[src/rtl/instruction_memory_pkg.sv]
// Shared constants for the instruction fetch memory: word width,
// default NOP encoding and the fault causes reported by the fetch port.
package instruction_memory_pkg;

  localparam int unsigned INSTR_W = 32;

  // addi x0, x0, 0
  localparam logic [INSTR_W-1:0] NOP_DEFAULT = 32'h0000_0013;

  typedef enum logic [1:0] {
    FAULT_NONE     = 2'd0,
    FAULT_MISALIGN = 2'd1,
    FAULT_RANGE    = 2'd2
  } fault_cause_e;

endpackage

[src/rtl/instruction_memory_instr_ram.sv]
// Instruction storage: one write port for program load, one synchronous
// read port for fetch. A read and a write to the same word in one cycle
// return the old contents. No reset: contents survive reset and flush.
module instr_ram
  import instruction_memory_pkg::*;
#(
  parameter int unsigned DEPTH = 64
) (
  input  logic                     clk,
  input  logic                     we,
  input  logic [$clog2(DEPTH)-1:0] widx,
  input  logic [INSTR_W-1:0]       wdata,
  input  logic                     re,
  input  logic [$clog2(DEPTH)-1:0] ridx,
  output logic [INSTR_W-1:0]       rdata
);

  logic [INSTR_W-1:0] mem [DEPTH];

  // Write and registered read; non-blocking update gives read-before-write.
  always_ff @(posedge clk) begin
    if (we) begin
      mem[widx] <= wdata;
    end
    if (re) begin
      rdata <= mem[ridx];
    end
  end

endmodule

[src/rtl/instruction_memory.sv]
// Byte-addressed instruction fetch memory with a one-deep output register
// and valid/ready handshake on both the request and response side.
// Optional macro INSTR_MEM_FAULT_EN: misaligned or out-of-range fetches
// return NOP_WORD with rsp_fault=1; otherwise the index wraps modulo DEPTH.
module instruction_memory
  import instruction_memory_pkg::*;
#(
  parameter int unsigned       DEPTH      = 64,
  parameter int unsigned       ADDR_WIDTH = 32,
  parameter logic [INSTR_W-1:0] NOP_WORD  = NOP_DEFAULT
) (
  input  logic                     clk,
  input  logic                     reset,
  input  logic                     flush,
  input  logic                     req_valid,
  output logic                     req_ready,
  input  logic [ADDR_WIDTH-1:0]    req_addr,
  output logic                     rsp_valid,
  input  logic                     rsp_ready,
  output logic [INSTR_W-1:0]       rsp_instr,
  output logic                     rsp_fault,
  input  logic                     load_en,
  input  logic [$clog2(DEPTH)-1:0] load_idx,
  input  logic [INSTR_W-1:0]       load_data
);

  localparam int unsigned IW = $clog2(DEPTH);

  logic               valid_q;
  logic               nop_q;
  logic               accept;
  logic               fault_now;
  logic [IW-1:0]      rd_idx;
  logic [INSTR_W-1:0] rd_data;

  assign req_ready = (!valid_q || rsp_ready) && !flush;
  assign accept    = req_valid && req_ready;
  assign rd_idx    = req_addr[IW+1:2];

  // The RAM read register cannot be reset, so NOP_WORD is selected by a
  // resettable flag instead of being loaded into the data register.
  assign rsp_instr = nop_q ? NOP_WORD : rd_data;
  assign rsp_valid = valid_q;

`ifdef INSTR_MEM_FAULT_EN
  fault_cause_e cause;
  logic         fault_q;

  // Classify the incoming address; misalignment takes priority over range.
  always_comb begin
    cause = FAULT_NONE;
    if (req_addr[1:0] != 2'b00) begin
      cause = FAULT_MISALIGN;
    end else if ((req_addr >> (IW + 2)) != '0) begin
      cause = FAULT_RANGE;
    end
  end

  assign fault_now = (cause != FAULT_NONE);
  assign rsp_fault = fault_q;

  // Fault flag travels with the response it belongs to.
  always_ff @(posedge clk or posedge reset) begin
    if (reset) begin
      fault_q <= 1'b0;
    end else if (flush) begin
      fault_q <= 1'b0;
    end else if (accept) begin
      fault_q <= fault_now;
    end
  end
`else
  logic unused_addr;

  assign unused_addr = ^req_addr;
  assign fault_now   = 1'b0;
  assign rsp_fault   = 1'b0;
`endif

  // Output handshake register: load on accept, drop on take or flush.
  always_ff @(posedge clk or posedge reset) begin
    if (reset) begin
      valid_q <= 1'b0;
      nop_q   <= 1'b1;
    end else if (flush) begin
      valid_q <= 1'b0;
      nop_q   <= 1'b1;
    end else if (accept) begin
      valid_q <= 1'b1;
      nop_q   <= fault_now;
    end else if (rsp_ready) begin
      valid_q <= 1'b0;
    end
  end

  instr_ram #(
    .DEPTH(DEPTH)
  ) u_ram (
    .clk  (clk),
    .we   (load_en),
    .widx (load_idx),
    .wdata(load_data),
    .re   (accept),
    .ridx (rd_idx),
    .rdata(rd_data)
  );

endmodule

[config.mk]
export PLATFORM = sky130hd
export DESIGN_NAME = instruction_memory
export DESIGN_NICKNAME = d
export VERILOG_FILES = /design/src/rtl/instruction_memory_pkg.sv /design/src/rtl/instruction_memory_instr_ram.sv /design/src/rtl/instruction_memory.sv
export SDC_FILE = /design/constraint.sdc
export NUM_CORES = 2
export LEC_CHECK = 0
export BUFFER_PORTS_ARGS = -buffer_cell sky130_fd_sc_hd__buf_2
export CAP_MARGIN = 20
export CORE_MARGIN = 2
export CORE_UTILIZATION = 60
export DETAILED_ROUTE_END_ITERATION = 10
export PLACE_DENSITY = 0.76
export SLEW_MARGIN = 15
export SYNTH_ARGS = -nofsm -noshare
export SYNTH_HDL_FRONTEND = slang
export SYNTH_SLANG_ARGS = --single-unit
[constraint.sdc]
create_clock -name clk -period 3.3 [get_ports clk]
set_clock_uncertainty 0.2 [all_clocks]
set_input_delay 0.165 -clock clk [delete_from_list [all_inputs] [get_ports clk]]
set_output_delay 0.165 -clock clk [all_outputs]
set_load 0.005 [all_outputs]
; ---- Word level (Yosys, flattened, before mapping)
; Memories as Yosys holds them, arrays and structs flattened. A register that Yosys moved wholly into a read port is not among the register bits.
; Cells that the tools add are included.
[word_totals]
register_bits = 2
ramBits = 2048
inputBits = 76
output_inout_bits = 35
wordCells = 18
n_memories = 1
[memory_table]
columns = name, depth, word_bits, read_ports, rd_ports_with_merged_regs, wr, line
row1 = u_ram.mem, 64, 32, 1, 1, 1, instruction_memory_instr_ram.sv:18  ; logic [INSTR_W-1:0] mem [DEPTH];
[classes]
muxes = 8
reduce_logical = 7
[ops]
columns = cell, n
row1 = 32-bit 2-to-1 mux, 1
row2 = 1-bit 2-to-1 mux, 7
row3 = 3-bit nonzero test, 1
row4 = 1-bit logical AND, 2
row5 = 1-bit zero test, 2
row6 = 2-bit nonzero test, 1
row7 = 1-bit logical OR, 1

; ---- Logic depth before layout (Yosys ltp)
[logic_depth]
ltp_word = 6
mapped_depth = 10
ltp_nobuf = 5

; ---- Cells and area by module
; From an unflattened synthesis, not the netlist that was laid out.
[unflattened]
hier_cells = 3373
area_unflattened_um2 = 79177.2
[modules_own_cells]
columns = mod, n_inst, cells_per_inst, area_each_um2, seq_area_each_um2
row1 = instr_ram, 1, 3324, 78835.6, 62459.9
row2 = instruction_memory, 1, 49, 341.6, 51.3

; ---- Worst setup path before layout
; OpenSTA, ideal clock, no wires.
[synth_path]
path_kind = input to register
startpoint = in load_idx[3]
endpoint = mem u_ram.mem[48][0] (enable)
setup_time_ns = 0.461
arrival_ns = 2.890
t_required_ns = 2.639
setup_slack_ns = -0.251
path_stages = 4
n_path_buf = 1
cell_sequence = clkbuf_1 nor2b_1 nand4b_1 nor3_1
[synth_lines]
columns = item, line
row1 = from (decl), instruction_memory.sv:23  ; input logic [$clog2(DEPTH)-1:0] load_idx,
row2 = to (decl), instruction_memory_instr_ram.sv:18
; No word-level cell before the write port.

; ---- Worst setup path in the final report
[layout_path]
startpoint = in load_idx[4]
endpoint = mem u_ram.mem[55][17] (enable)
; No word-level cell before the write port.

==> results.json <==
{
  "leakage_nw": 28.60,
  "layout_common_cells": "edfxtp_1, mux4_2, buf_4, clkbuf_16, mux2i_1",
  "p_sw_share_pct": 21.07,
  "power_density_nw_per_um2": 593.6,
  "synth_area_sq_um": 79170,
  "viasPerCell": 6.974,
  "cts.repair.resized": 0,
  "track_usage_pct": 30.40,
  "syn_nets": 3505,
  "synth-seq-cells": 2082,
  "dr.pass1.iters": 6,
  "crit_fanout": 8,
  "hold_viol": 0,
  "startpoint_type": "input pin",
  "ctsHtreeMaxLevel": 4,
  "grt-ovfl-total": 0,
  "synthTopCellsByArea": "edfxtp_1, mux4_2, mux2i_1",
  "area_growth_pct": 14.39,
  "netlist_instances": 3429,
  "hold_path.class": "input pin to asynchronous set/reset pin",
  "synthSimpleGateAreaFrac_pct": 1.615,
  "synth_top_area_share_pct": 78.89,
  "die_h_microns": 367.2,
  "rows": 133,
  "wire_per_inst_microns": 35.54,
  "syn_area_per_cell_sq_um": 23.09,
  "drive_gt1_share_pct": 29.82,
  "tritoncts": "yes",
  "dp_cells": 5312,
  "slew_violations": 0,
  "layout_min_cycle_time_ns": 2.919,
  "yosysSeqAreaShare_pct": 78.96,
  "period_share_pct": 88.46,
  "nets": 3890,
  "final_cells": 5730,
  "arrival_ns": 3.16,
  "holdWs_ns": 0.07864,
  "tightestPinTransition_ns": 1.150,
  "hpwl_mm": 111.1,
  "cap_violations": 0,
  "synth_top_family_by_area": "multiplexers",
  "fin_util_pct": 68.97,
  "clk_latency_ns": 0.85,
  "cp-end-kind": "flop",
  "clkTransAtPathRegs_ns": 0.06,
  "grt_pass1_vias": 39900,
  "port_buffers": 83,
  "vdd_ir_drop_max_v": 0.0004868,
  "p_int_w": 0.04243,
  "worstSetupPathType": "input pin to flop",
  "share_seq_of_total_power_pct": 54.7,
  "dieArea_sq_um": 134900,
  "setup_viol": 0,
  "cts_made_buffers": 196,
  "yosys.area_share.adder_pct": 0,
  "vias": 39960,
  "synthMuxAreaShare_pct": 15.94,
  "synth_edf_count": 2080,
  "synth_top_cell_by_area": "edfxtp_1",
  "wirelength_mm": 203.7,
  "cts_hold_buf": 52,
  "grt_max_degree": 65,
  "cts_setup_buffers": 0,
  "cts_max_path_buffers": 3,
  "synth_xor_area_share_pct": 0,
  "rsz0062_at_grt": "no",
  "drc": 0,
  "synth-compound-area-share_pct": 2.208,
  "setup_tns_ns": 0,
  "required_ns": 3.54,
  "fp.dieW_microns": 367.2,
  "gp_congestion": 0.8383,
  "synth_async_sr_flop_share_pct": 0.09606,
  "drtAntennaViolNets": 0,
  "core_area_sq_um": 131300,
  "max_clock_freq_ghz": 0.3426,
  "grt_first_pass_wirelength_mm": 287.5,
  "drt_iter0_drc": 6535,
  "slew_headroom_pct": 23.31,
  "antenna_found_initial": 8,
  "ys_warn_count": 0,
  "run_status": "complete, no violations",
  "synth.distinct_cells": 37,
  "synth_ff_type": "edfxtp_1",
  "start_util_pct": 60.30,
  "num_io_pins": 111,
  "root_buffer": "clkbuf_16",
  "final_common_cell": "edfxtp_1",
  "p_comb_share_pct": 5.3,
  "cts.sinks": 2082,
  "pwr-share-clk_pct": 40.0,
  "netSwitchingPower_w": 0.01133
}
-- cells in the mapped netlist (10+ instances only) --
cell and instances:
o22ai_1 53, buf_2 71, edfxtp_1 2080, mux2i_1 91, buf_1 13, nor2b_1 37
nand2_1 55, nand2b_1 12, mux4_2 520, buf_6 10, o21ai_0 59, a221oi_1 56
clkbuf_1 70, nor2_1 139, buf_4 29, o221ai_1 27, a21oi_1 38, a31oi_1 10
-- through the flow --
stage,setup slack [ns],instance area (sq um),power [W]
finish,0.3809,90560,0.05376
global route,0.3895,90560,0.05506
CTS,0.3999,90350,0.05391
detailed placement,0.4549,83770,0.03267
global placement,0.5103,83770,0.03258
floorplan,0.2929,79180,0.03135
-- metal layers --
metal,vias to the layer above,routed length [microns],global-route usage [%]
met5,-,75,0
met4,10,7649,10.93
met3,463,25630,7.353
met2,3133,98260,47.70
met1,20920,72040,42.43
li1,15440,-,-
-- critical path, cell delays in order --
cell and delay, ns:
dlygate4sd3_1 0.62, buf_2 0.26, nor2b_1 0.36, nand4_1 0.51, nor2_4 0.29, dlygate4sd3_1 0.94
-- power by group through the flow --
stage | Sequential [W] | Clock, W | Combinational [W]
2_1_floorplan | 0.0299 | 0 | 0.00144
6_report | 0.0294 | 0.0215 | 0.00283
3_3_place_gp | 0.0300 | 0 | 0.00263
4_1_cts | 0.0294 | 0.0217 | 0.00278
5_1_grt | 0.0294 | 0.0227 | 0.00297
3_5_place_dp | 0.0300 | 0 | 0.00270
-- path summary, 6_finish.rpt --
path | slack, ns | to | from | depth (start not counted)
setup / recovery | 0.38 | u_ram.mem[55][17] | load_idx[4] | 6
hold / removal | 0.08 | rsp_valid | reset | 4
setup reg to reg | 0.86 | u_ram.rdata[5] | u_ram.mem[55][5] | 4
hold reg to reg | 0.73 | nop_q | nop_q | 2
max in group asynchronous | 2.62 | nop_q | reset | 4
min in group clk | 0.12 | u_ram.mem[22][25] | load_data[25] | 2
-- logic make-up after synthesis --
kind of cell	Yosys count
AO/OA/AOI/OAI	258
flip-flops	2082
buffers and inverters	195
multiplexers	611
AND/OR/NAND/NOR	282
other	1
-- layout make-up --
type / instances / area, sq um
inverters: 2 / 7.507
diodes: 1 / 2.502
multi-input cells: 1152 / 16150
well taps: 1755 / 2196
fillers: 7499 / 40740
clock inverters: 110 / 877.1
clock buffers: 248 / 5185
flip-flops and latches: 2082 / 62510
repair buffers: 380 / 3630
-- registers in the layout, indices dropped and copies added, names as in the netlist --
register	cells
nop_q	1
rsp_valid	1
u_ram.mem	2048
u_ram.rdata	32
Power figures use the tool's default switching activity.
